`config.mk`:
```
export PLATFORM = sky130hd
export DESIGN_NAME = btb_bht_predictor
export DESIGN_NICKNAME = d
export VERILOG_FILES = /design/src/rtl/btb_bht_predictor.sv
export SDC_FILE = /design/constraint.sdc
export NUM_CORES = 1
export LEC_CHECK = 0
export ABC_CLOCK_PERIOD_IN_PS = 6650
export CAP_MARGIN = 10
export CORE_MARGIN = 2
export CORE_UTILIZATION = 45
export CTS_CLUSTER_SIZE = 40
export DETAILED_ROUTE_END_ITERATION = 10
export GPL_TIMING_DRIVEN = 0
export HOLD_SLACK_MARGIN = 0.06
export PLACE_DENSITY = 0.74
export SLEW_MARGIN = 20
export SYNTH_ARGS = -nofsm -noshare
export SYNTH_HDL_FRONTEND = slang
export SYNTH_SLANG_ARGS = --single-unit
```
`constraint.sdc`:
```
create_clock -name clk -period 6.65 [get_ports clk]
set_clock_uncertainty 0.2 [all_clocks]
set_input_delay 1.33 -clock clk [delete_from_list [all_inputs] [get_ports clk]]
set_output_delay 1.33 -clock clk [all_outputs]
set_load 0.01 [all_outputs]
```
`src/rtl/btb_bht_predictor.sv`:
```
// rtl/btb_bht_predictor.sv - fully-associative BTB with gshare BHT for fetch-block prediction
module btb_bht_predictor #(
   parameter int FETCH_WIDTH = 4,
   parameter int ENTRIES     = 8,
   parameter int BHT_ENTRIES = 64,
   parameter int HIST_BITS   = 6,
   localparam int OFF   = $clog2(FETCH_WIDTH),
   localparam int IDX   = $clog2(ENTRIES),
   localparam int BI    = $clog2(BHT_ENTRIES),
   localparam int TAG_W = 32 - OFF - 2
) (
   input  logic                   clk,
   input  logic                   reset,
   input  logic                   req_valid,
   input  logic [31:0]            req_addr,
   output logic                   resp_valid,
   output logic                   resp_hit,
   output logic                   resp_taken,
   output logic [FETCH_WIDTH-1:0] resp_mask,
   output logic [OFF-1:0]         resp_bridx,
   output logic [31:0]            resp_target,
   output logic [IDX-1:0]         resp_entry,
   output logic [HIST_BITS-1:0]   resp_history,
   output logic [1:0]             resp_counter,
   input  logic                   upd_valid,
   input  logic [31:0]            upd_pc,
   input  logic [31:0]            upd_target,
   input  logic                   upd_taken,
   input  logic                   upd_is_jump,
   input  logic [HIST_BITS-1:0]   upd_history,
   input  logic                   invalidate
);

   // BTB entry storage; only the valid bits need a reset value
   logic [ENTRIES-1:0] e_valid;
   logic [TAG_W-1:0]   e_tag    [ENTRIES];
   logic [OFF-1:0]     e_bridx  [ENTRIES];
   logic [31:0]        e_target [ENTRIES];
   logic [ENTRIES-1:0] e_jump;
   logic [IDX-1:0]     alloc_ptr;

   // Direction state
   logic [1:0]           bht [BHT_ENTRIES];
   logic [HIST_BITS-1:0] ghr;

   logic [TAG_W-1:0] req_blk;
   logic [OFF-1:0]   req_lane;
   logic [TAG_W-1:0] upd_blk;
   logic [OFF-1:0]   upd_lane;

   assign req_blk  = req_addr[31:OFF+2];
   assign req_lane = req_addr[OFF+1:2];
   assign upd_blk  = upd_pc[31:OFF+2];
   assign upd_lane = upd_pc[OFF+1:2];

   // Byte-offset bits never matter: instructions are word aligned
   logic unused_addr_bits;
   assign unused_addr_bits = ^{req_addr[1:0], upd_pc[1:0]};

   logic                   lk_hit;
   logic [IDX-1:0]         lk_entry;
   logic [OFF-1:0]         lk_bridx;
   logic [31:0]            lk_target;
   logic                   lk_jump;
   logic [BI-1:0]          lk_index;
   logic [1:0]             lk_counter;
   logic                   lk_taken;
   logic [OFF-1:0]         lk_last;
   logic [FETCH_WIDTH-1:0] lk_mask;

   // Pick the earliest branch at or after the start lane; strict compare keeps the lowest entry on ties
   always_comb begin
      lk_hit    = 1'b0;
      lk_entry  = '0;
      lk_bridx  = '1;
      lk_target = '0;
      lk_jump   = 1'b0;
      for (int i = 0; i < ENTRIES; i++) begin
         if (e_valid[i] && (e_tag[i] == req_blk) && (e_bridx[i] >= req_lane)) begin
            if (!lk_hit || (e_bridx[i] < lk_bridx)) begin
               lk_hit    = 1'b1;
               lk_entry  = IDX'(i);
               lk_bridx  = e_bridx[i];
               lk_target = e_target[i];
               lk_jump   = e_jump[i];
            end
         end
      end
   end

   assign lk_index   = req_blk[BI-1:0] ^ BI'(ghr);
   assign lk_counter = bht[lk_index];
   assign lk_taken   = lk_hit && (lk_jump || lk_counter[1]);
   assign lk_last    = lk_taken ? lk_bridx : '1;

   // Lanes from the start lane up to the predicted branch (or block end) are live
   always_comb begin
      lk_mask = '0;
      for (int l = 0; l < FETCH_WIDTH; l++) begin
         lk_mask[l] = (OFF'(l) >= req_lane) && (OFF'(l) <= lk_last);
      end
   end

   logic           upd_match;
   logic [IDX-1:0] upd_match_idx;
   logic [BI-1:0]  upd_index;
   logic [1:0]     upd_counter;

   // Find the entry already tracking this exact branch
   always_comb begin
      upd_match     = 1'b0;
      upd_match_idx = '0;
      for (int i = 0; i < ENTRIES; i++) begin
         if (e_valid[i] && (e_tag[i] == upd_blk) && (e_bridx[i] == upd_lane)) begin
            upd_match     = 1'b1;
            upd_match_idx = IDX'(i);
         end
      end
   end

   assign upd_index   = upd_blk[BI-1:0] ^ BI'(upd_history);
   assign upd_counter = bht[upd_index];

   // BTB training: refresh a matching entry or allocate round-robin on taken; invalidate overrides allocation
   always_ff @(posedge clk) begin
      if (reset) begin
         e_valid   <= '0;
         alloc_ptr <= '0;
      end else begin
         if (upd_valid) begin
            if (upd_match) begin
               e_target[upd_match_idx] <= upd_target;
               e_jump[upd_match_idx]   <= upd_is_jump;
            end else if (upd_taken && !invalidate) begin
               e_valid[alloc_ptr]  <= 1'b1;
               e_tag[alloc_ptr]    <= upd_blk;
               e_bridx[alloc_ptr]  <= upd_lane;
               e_target[alloc_ptr] <= upd_target;
               e_jump[alloc_ptr]   <= upd_is_jump;
               alloc_ptr           <= alloc_ptr + IDX'(1);
            end
         end
         if (invalidate) begin
            e_valid <= '0;
         end
      end
   end

   // Conditional branches train the saturating counter and shift the outcome into global history
   always_ff @(posedge clk) begin
      if (reset) begin
         for (int i = 0; i < BHT_ENTRIES; i++) begin
            bht[i] <= 2'b01;
         end
         ghr <= '0;
      end else if (upd_valid && !upd_is_jump) begin
         if (upd_taken) begin
            if (upd_counter != 2'b11) bht[upd_index] <= upd_counter + 2'b01;
         end else begin
            if (upd_counter != 2'b00) bht[upd_index] <= upd_counter - 2'b01;
         end
         ghr <= {ghr[HIST_BITS-2:0], upd_taken};
      end
   end

   // Register the prediction; idle cycles and reset force every output to zero
   always_ff @(posedge clk) begin
      if (reset || !req_valid) begin
         resp_valid   <= 1'b0;
         resp_hit     <= 1'b0;
         resp_taken   <= 1'b0;
         resp_mask    <= '0;
         resp_bridx   <= '0;
         resp_target  <= '0;
         resp_entry   <= '0;
         resp_history <= '0;
         resp_counter <= '0;
      end else begin
         resp_valid   <= 1'b1;
         resp_hit     <= lk_hit;
         resp_taken   <= lk_taken;
         resp_mask    <= lk_mask;
         resp_bridx   <= lk_bridx;
         resp_target  <= lk_target;
         resp_entry   <= lk_entry;
         resp_history <= ghr;
         resp_counter <= lk_counter;
      end
   end

endmodule

```
==> metrics.txt, run 1 <==
outcome completed; Core Footprint 74450 um2; most frequent cell after synthesis edfxtp_1; vias in the first global route approximately 24000; clk_lat worst skew about 650 ps; # clock sinks 701; die width ~280 um; share of the synthesized area in the top cell type 56.17%; initial antenna violation count 7; async set or reset register ratio after synthesis 0%; hold_buf cts 0; number of synthesized flops with an enable pin about 630; Pwr Density 252.2 nW/um2; Slew Limit Fails 0; DRT Pass-1 Iters 6; synth top area cells edfxtp_1, xnor2_1, dfxtp_1; placement-stage cell area approximately 37000 um2; Synth-to-Final Area Change 17.45%; crit path capture type flop; Yosys warning count 0; total power 10.01 mW; Filler cells 6188; DRT antenna net count 0; Required @ worst endpoint 6780 ps; n_diodes 0; Post-DP HPWL 85790 um; Final Net Count 2961; Final Core Density between 50% and 60%; Final Critical Period 6552 ps; Yosys cell types 75; Max VDD drop 0.0001648 V; Post-synth top cells edfxtp_1, xnor2_1, nand2_1; Seq/Total Area, Yosys 60.26%; CP Max Fanout 17; Die H 278 um; max_cap viols 0; final hold violations 0; root buffer cell clkbuf_16; CP startpoint kind input pin; Vias roughly 24000; final WL between 100000 and 150000 um; Final Cell Area 39680 um2; GPL Wtd Cong 1.021; register bit total from synthesis 701; Slowest cell on crit path clkdlybuf4s50_1; die area 77280 um2; post-synth net total 2709; Clock Tree Buf Depth 3; critical path cell sequence clkdlybuf4s50_1 > clkbuf_2 > xnor2_1 > nand4_1 > or4_1 > nor4_2 > nor3b_1 > nand2_1 > o21bai_1 > clkbuf_1 > nor2_4 > buf_16; unrepaired setup endpoints after global routing false; largest area contributor in the netlist edfxtp_1; share of cells above drive strength 1 15.61%; synthesized area per cell between 10 and 15 um2; CTS tree built; crit path DAT about 6700 ps; IO Count around 160; Finished Layout Cells 3864; Initial DRC Count between 3000 and 4000; kind of critical path input pin to flop; drt via density 6.245; Initial Util between 40% and 50%; first-pass GRT wire length around 170000 um; synthesized netlist cell count 2581; synthesized area 33780 um2; Worst-path clk slew 60 ps; final period utilization roughly 100%; DR WL/cell 31.67 um; grt ovf 0; largest net degree at the start of global routing 19; main flop type after synthesis edfxtp_1; FMAX around 0.15 GHz; Final setup viols 0; total global routing track utilization 31.39%; HP Class flop to flop; Lkg Pwr 12.85 nW; relative slew slack between 20% and 30%; Port Buffers around 130; crit-path max cell delay 840 ps; # DRC 0; Inserted Clock Buffers 76; Worst Tran Pin Value 1074 ps; standard-cell rows 100; placed cell count 3718; H-tree Lvls 3
==> layer usage <==
layer  vias up  part of all wire [%]  global-route usage (%)  wire length [um]
met5         -                 0.016                       0                19
met4         4                   4.0                   11.79              4905
met3       315                    11                   8.000             13770
met2      1542                    46                   49.24             55730
met1     12180                    39                   42.09             47940
li1      10100                     -                       -                 -
==> final timing paths <==
path                                 startpoint               to  slack [ps]  depth (start not counted)
worst max-delay path                 upd_pc[16]  e_target[4][10]         100                         12
worst min-delay path            e_target[7][31]  resp_target[31]         260                          1
worst max register to register     e_tag[3][27]  resp_target[18]         790                         18
worst min register to register  e_target[7][31]  resp_target[31]         260                          1
==> worst max-delay path: cells and delay by family <==
family / cells / cell delay [ps]
AO/OA/AOI/OAI: 1 / 350
AND/OR/NAND/NOR: 6 / 2400
buffers and inverters: 4 / 2010
XOR/XNOR: 1 / 540
==> flip-flops by register name (all words and copies together) (netlist names) <==
name / flops
e_target: 256
e_tag: 224
bht: 128
resp_target: 32
e_bridx: 16
e_jump: 8
e_valid: 8
ghr: 6
resp_history: 6
resp_mask: 4
alloc_ptr: 3
resp_entry: 3
resp_bridx: 2
resp_counter: 2
resp_hit: 1
resp_taken: 1
resp_valid: 1
==> cells by family after synthesis <==
logic type               count (synthesis)  synth area share (%)
AO/OA/AOI/OAI                          356                 7.274
XOR/XNOR                               475                 12.31
adder cells (fa/ha/maj)                 19                0.7037
buffers and inverters                  180                 2.281
flip-flops                             701                 60.26
multiplexers                           186                 7.574
AND/OR/NAND/NOR                        664                 9.592
==> cell usage in the layout, fill, tap and decap left out, types with 71 or more instances in the layout <==
cell / synthesis / layout
clkbuf_1: 100 / 86
clkbuf_16: 0 / 77
clkdlybuf4s50_1: 0 / 122
edfxtp_1: 632 / 632
mux2_2: 97 / 97
nand2_1: 200 / 200
nand3_1: 72 / 71
nand4_1: 107 / 107
nor2_1: 137 / 125
o21ai_0: 85 / 85
xnor2_1: 390 / 388
xor2_1: 85 / 84
==> report_power, final <==
part           leakage, nW  switching (mW)  internal, mW
Clock                 1.20            1.84          2.44
Combinational         5.39           0.614         0.269
Sequential            6.25          0.0175          4.82
==> what timing repair did <==
item                                    4_1_cts  5_1_grt
pin swaps                                     5        0
buffers inserted                              7        0
endpoints found under the setup margin      523      515
gates resized for setup                      38       58
cloned                                        0        0
==> cell type report <==
type	count	area (um2)	area share [%]
Timing Repair Buffer	175	1879	4.736
Buffer	155	726.9	1.832
Sequential cell	701	20360	51.31
Clock buffer	105	2072	5.222
Tap cell	969	1212	3.055
Multi-Input combinational cell	1700	12930	32.59
Clock inverter	35	409.1	1.031
Inverter	24	90.09	0.2270
==> metrics by stage <==
step	TNS, ps	hold WS (ps)	setup slack, ps
global placement	-2151050	247.5	-4751
floorplan	0	235.5	282.0
finish	0	256.6	98.04
CTS	0	259.2	68.96
global route	0	262.2	9.575
detailed placement	-770700	248.8	-1908
Power figures use the tool's default switching activity.
==> inputs of run 2 (changes only) <==
--- a/config.mk
+++ b/config.mk
@@ -11,9 +11,10 @@
 export CORE_UTILIZATION = 45
 export CTS_CLUSTER_SIZE = 40
 export DETAILED_ROUTE_END_ITERATION = 10
+export DONT_BUFFER_PORTS = 1
 export GPL_TIMING_DRIVEN = 0
 export HOLD_SLACK_MARGIN = 0.06
-export PLACE_DENSITY = 0.74
+export PLACE_DENSITY = 0.71
 export SLEW_MARGIN = 20
 export SYNTH_ARGS = -nofsm -noshare
 export SYNTH_HDL_FRONTEND = slang
==> metrics.txt, run 2 (synthesis results as in run 1) <==
die width between 200 and 300 um; largest net degree at the start of global routing 24; DR WL/cell 32.49 um; Filler cells about 6300; Inserted Clock Buffers 78; CP startpoint kind input pin; grt ovf 0; Port Buffers 0; Initial DRC Count 3452; total global routing track utilization 31.07%; # DRC 0; Top reg by flops e_target; Vias 23480; final WL 121700 um; Worst-path clk slew about 60 ps; die area between 70000 and 80000 um2; Clock Tree Buf Depth 3; crit-path leading delay family compound AO/OA/AOI/OAI gates; unrepaired setup endpoints after global routing false; top flop regs e_target (256), e_tag (224), bht (128); first-pass GRT wire length 170600 um; Slowest cell on crit path clkdlybuf4s15_1; Worst Tran Pin Value 1159 ps; Initial Util about 45%; max_cap viols 0; vias in the first global route 22970; Lkg Pwr approximately 12 nW; crit path DAT 6570 ps; Final Core Density around half; # clock sinks 701; initial antenna violation count 3; Synth-to-Final Area Change 13.74%; Pwr Density about 260 nW/um2; drt via density roughly 6.3; GPL Wtd Cong 1.022; DRT antenna net count 0; DRT Pass-1 Iters 6; kind of critical path input pin to flop; hold_buf cts 0; Required @ worst endpoint 6810 ps; Core Footprint 74450 um2; critical path cell sequence buf_2 > xnor2_1 > clkbuf_1 > nor3_1 > clkdlybuf4s15_1 > a22oi_1 > o2111ai_1 > a311oi_1 > a311oi_1 > a2111oi_4 > nand2_1 > nor2_1 > nand2_1; relative slew slack 22.74%; final hold violations 0; Die H 278 um; most common cell after layout, fill and taps aside edfxtp_1; crit path capture type flop; IO Count 161; CTS tree built; final period utilization 96.47%; Slew Limit Fails 0; H-tree Lvls 3; outcome completed; Setup WS pre-CTS -954.4 ps; crit-path max cell delay 740 ps; Max VDD drop 0.0001838 V; Final Critical Period ~6400 ps; CP Max Fanout 10; Largest register FFs 256; Final Net Count 2841; final setup margin 234.8 ps; FMAX 0.1559 GHz; HP Class flop to flop; standard-cell rows 100; WP buf/inv 3; Post-DP HPWL 87160 um; most frequent cells in the layout edfxtp_1, xnor2_1, nand2_1, nor2_1, nand4_1; clk_lat worst skew approximately 660 ps; Final setup viols 0; root buffer cell clkbuf_16; share of cells above drive strength 1 15.28%
run 2: cell count changes in the layout (fill, tap and decap cells not counted), moves of 5 or more:
| cell | change |
|---|---|
| buf_12 | -5 |
| buf_4 | +5 |
| clkbuf_1 | +18 |
| clkbuf_2 | -33 |
| clkdlybuf4s50_1 | -122 |
| clkinv_1 | +6 |
run 2: path summary, 6_finish.rpt:
kind,endpoint,start,slack (ps),depth (start not counted)
worst min-delay path,resp_target[30],e_target[7][30],260,1
worst max-delay path,bht[44][0],upd_pc[6],230,13
worst max register to register,resp_target[15],e_tag[0][20],670,18
worst min register to register,resp_target[30],e_target[7][30],260,1
run 2: cell type report:
| cell class | instances | area (um2) | share of cell area [%] |
|---|---|---|---|
| clock inverters | 43 | 467.9 | 1.218 |
| clock buffers | 99 | 2122 | 5.522 |
| inverters | 24 | 90.09 | 0.2344 |
| repair buffers | 52 | 586.8 | 1.527 |
| flip-flops and latches | 701 | 20360 | 52.98 |
| well taps | 969 | 1212 | 3.155 |
| multi-input cells | 1700 | 12880 | 33.52 |
| plain buffers | 156 | 700.7 | 1.823 |
| diodes | 2 | 5.005 | 0.01302 |
run 2: timing repair:
item | 4_1_cts | 5_1_grt
buffers inserted | 0 | 4
resized for setup | 7 | 16
pin swaps | 0 | 1
setup endpoints to repair | 84 | 95
run 2: report_power, final:
part | switching [mW] | total, mW | internal, mW
registers | 0.0184 | 4.84 | 4.82
clock network | 1.89 | 4.40 | 2.52
logic | 0.521 | 0.750 | 0.229
total | 2.42 | 9.99 | 7.57
run 2: worst register-to-register path: stages, from the launching register on:
cell and delay, ps:
edfxtp_1 510, xnor2_1 220, nand4_1 280, or4_4 690, or4b_4 550, and4_4 200, o21bai_1 150, a31o_1 260
o21ai_1 190, a211o_1 220, nand2_1 80, o311a_1 410, ha_1 290, o21ai_0 210, inv_1 120, a21o_1 260
nor2_1 420, clkbuf_2 400, a22o_1 240
run 2: layer usage:
metal  GRT usage, %  vias to the layer above  share of wire, %
li1               -                     9830                 -
met1          41.14                    11760                39
met2          48.21                     1573                45
met3          8.647                      312                12
met4          12.99                        4               4.7
met5              0                        -             0.015
run 2: through the flow:
step | TNS (ps) | area (um2) | total power [mW] | hold slack (ps) | instances
after floorplan | 0 | 33800 | 5.356 | 235.5 | 2581
after global placement | -1242780 | 35010 | 5.636 | 244.6 | 3550
after detailed placement | -147420 | 35690 | 5.645 | 254.4 | 3597
after CTS | 0 | 38300 | 9.975 | 266.3 | 3739
after global routing | 0 | 38420 | 10.19 | 276.8 | 3744
final | 0 | 38430 | 9.992 | 263.7 | 3746
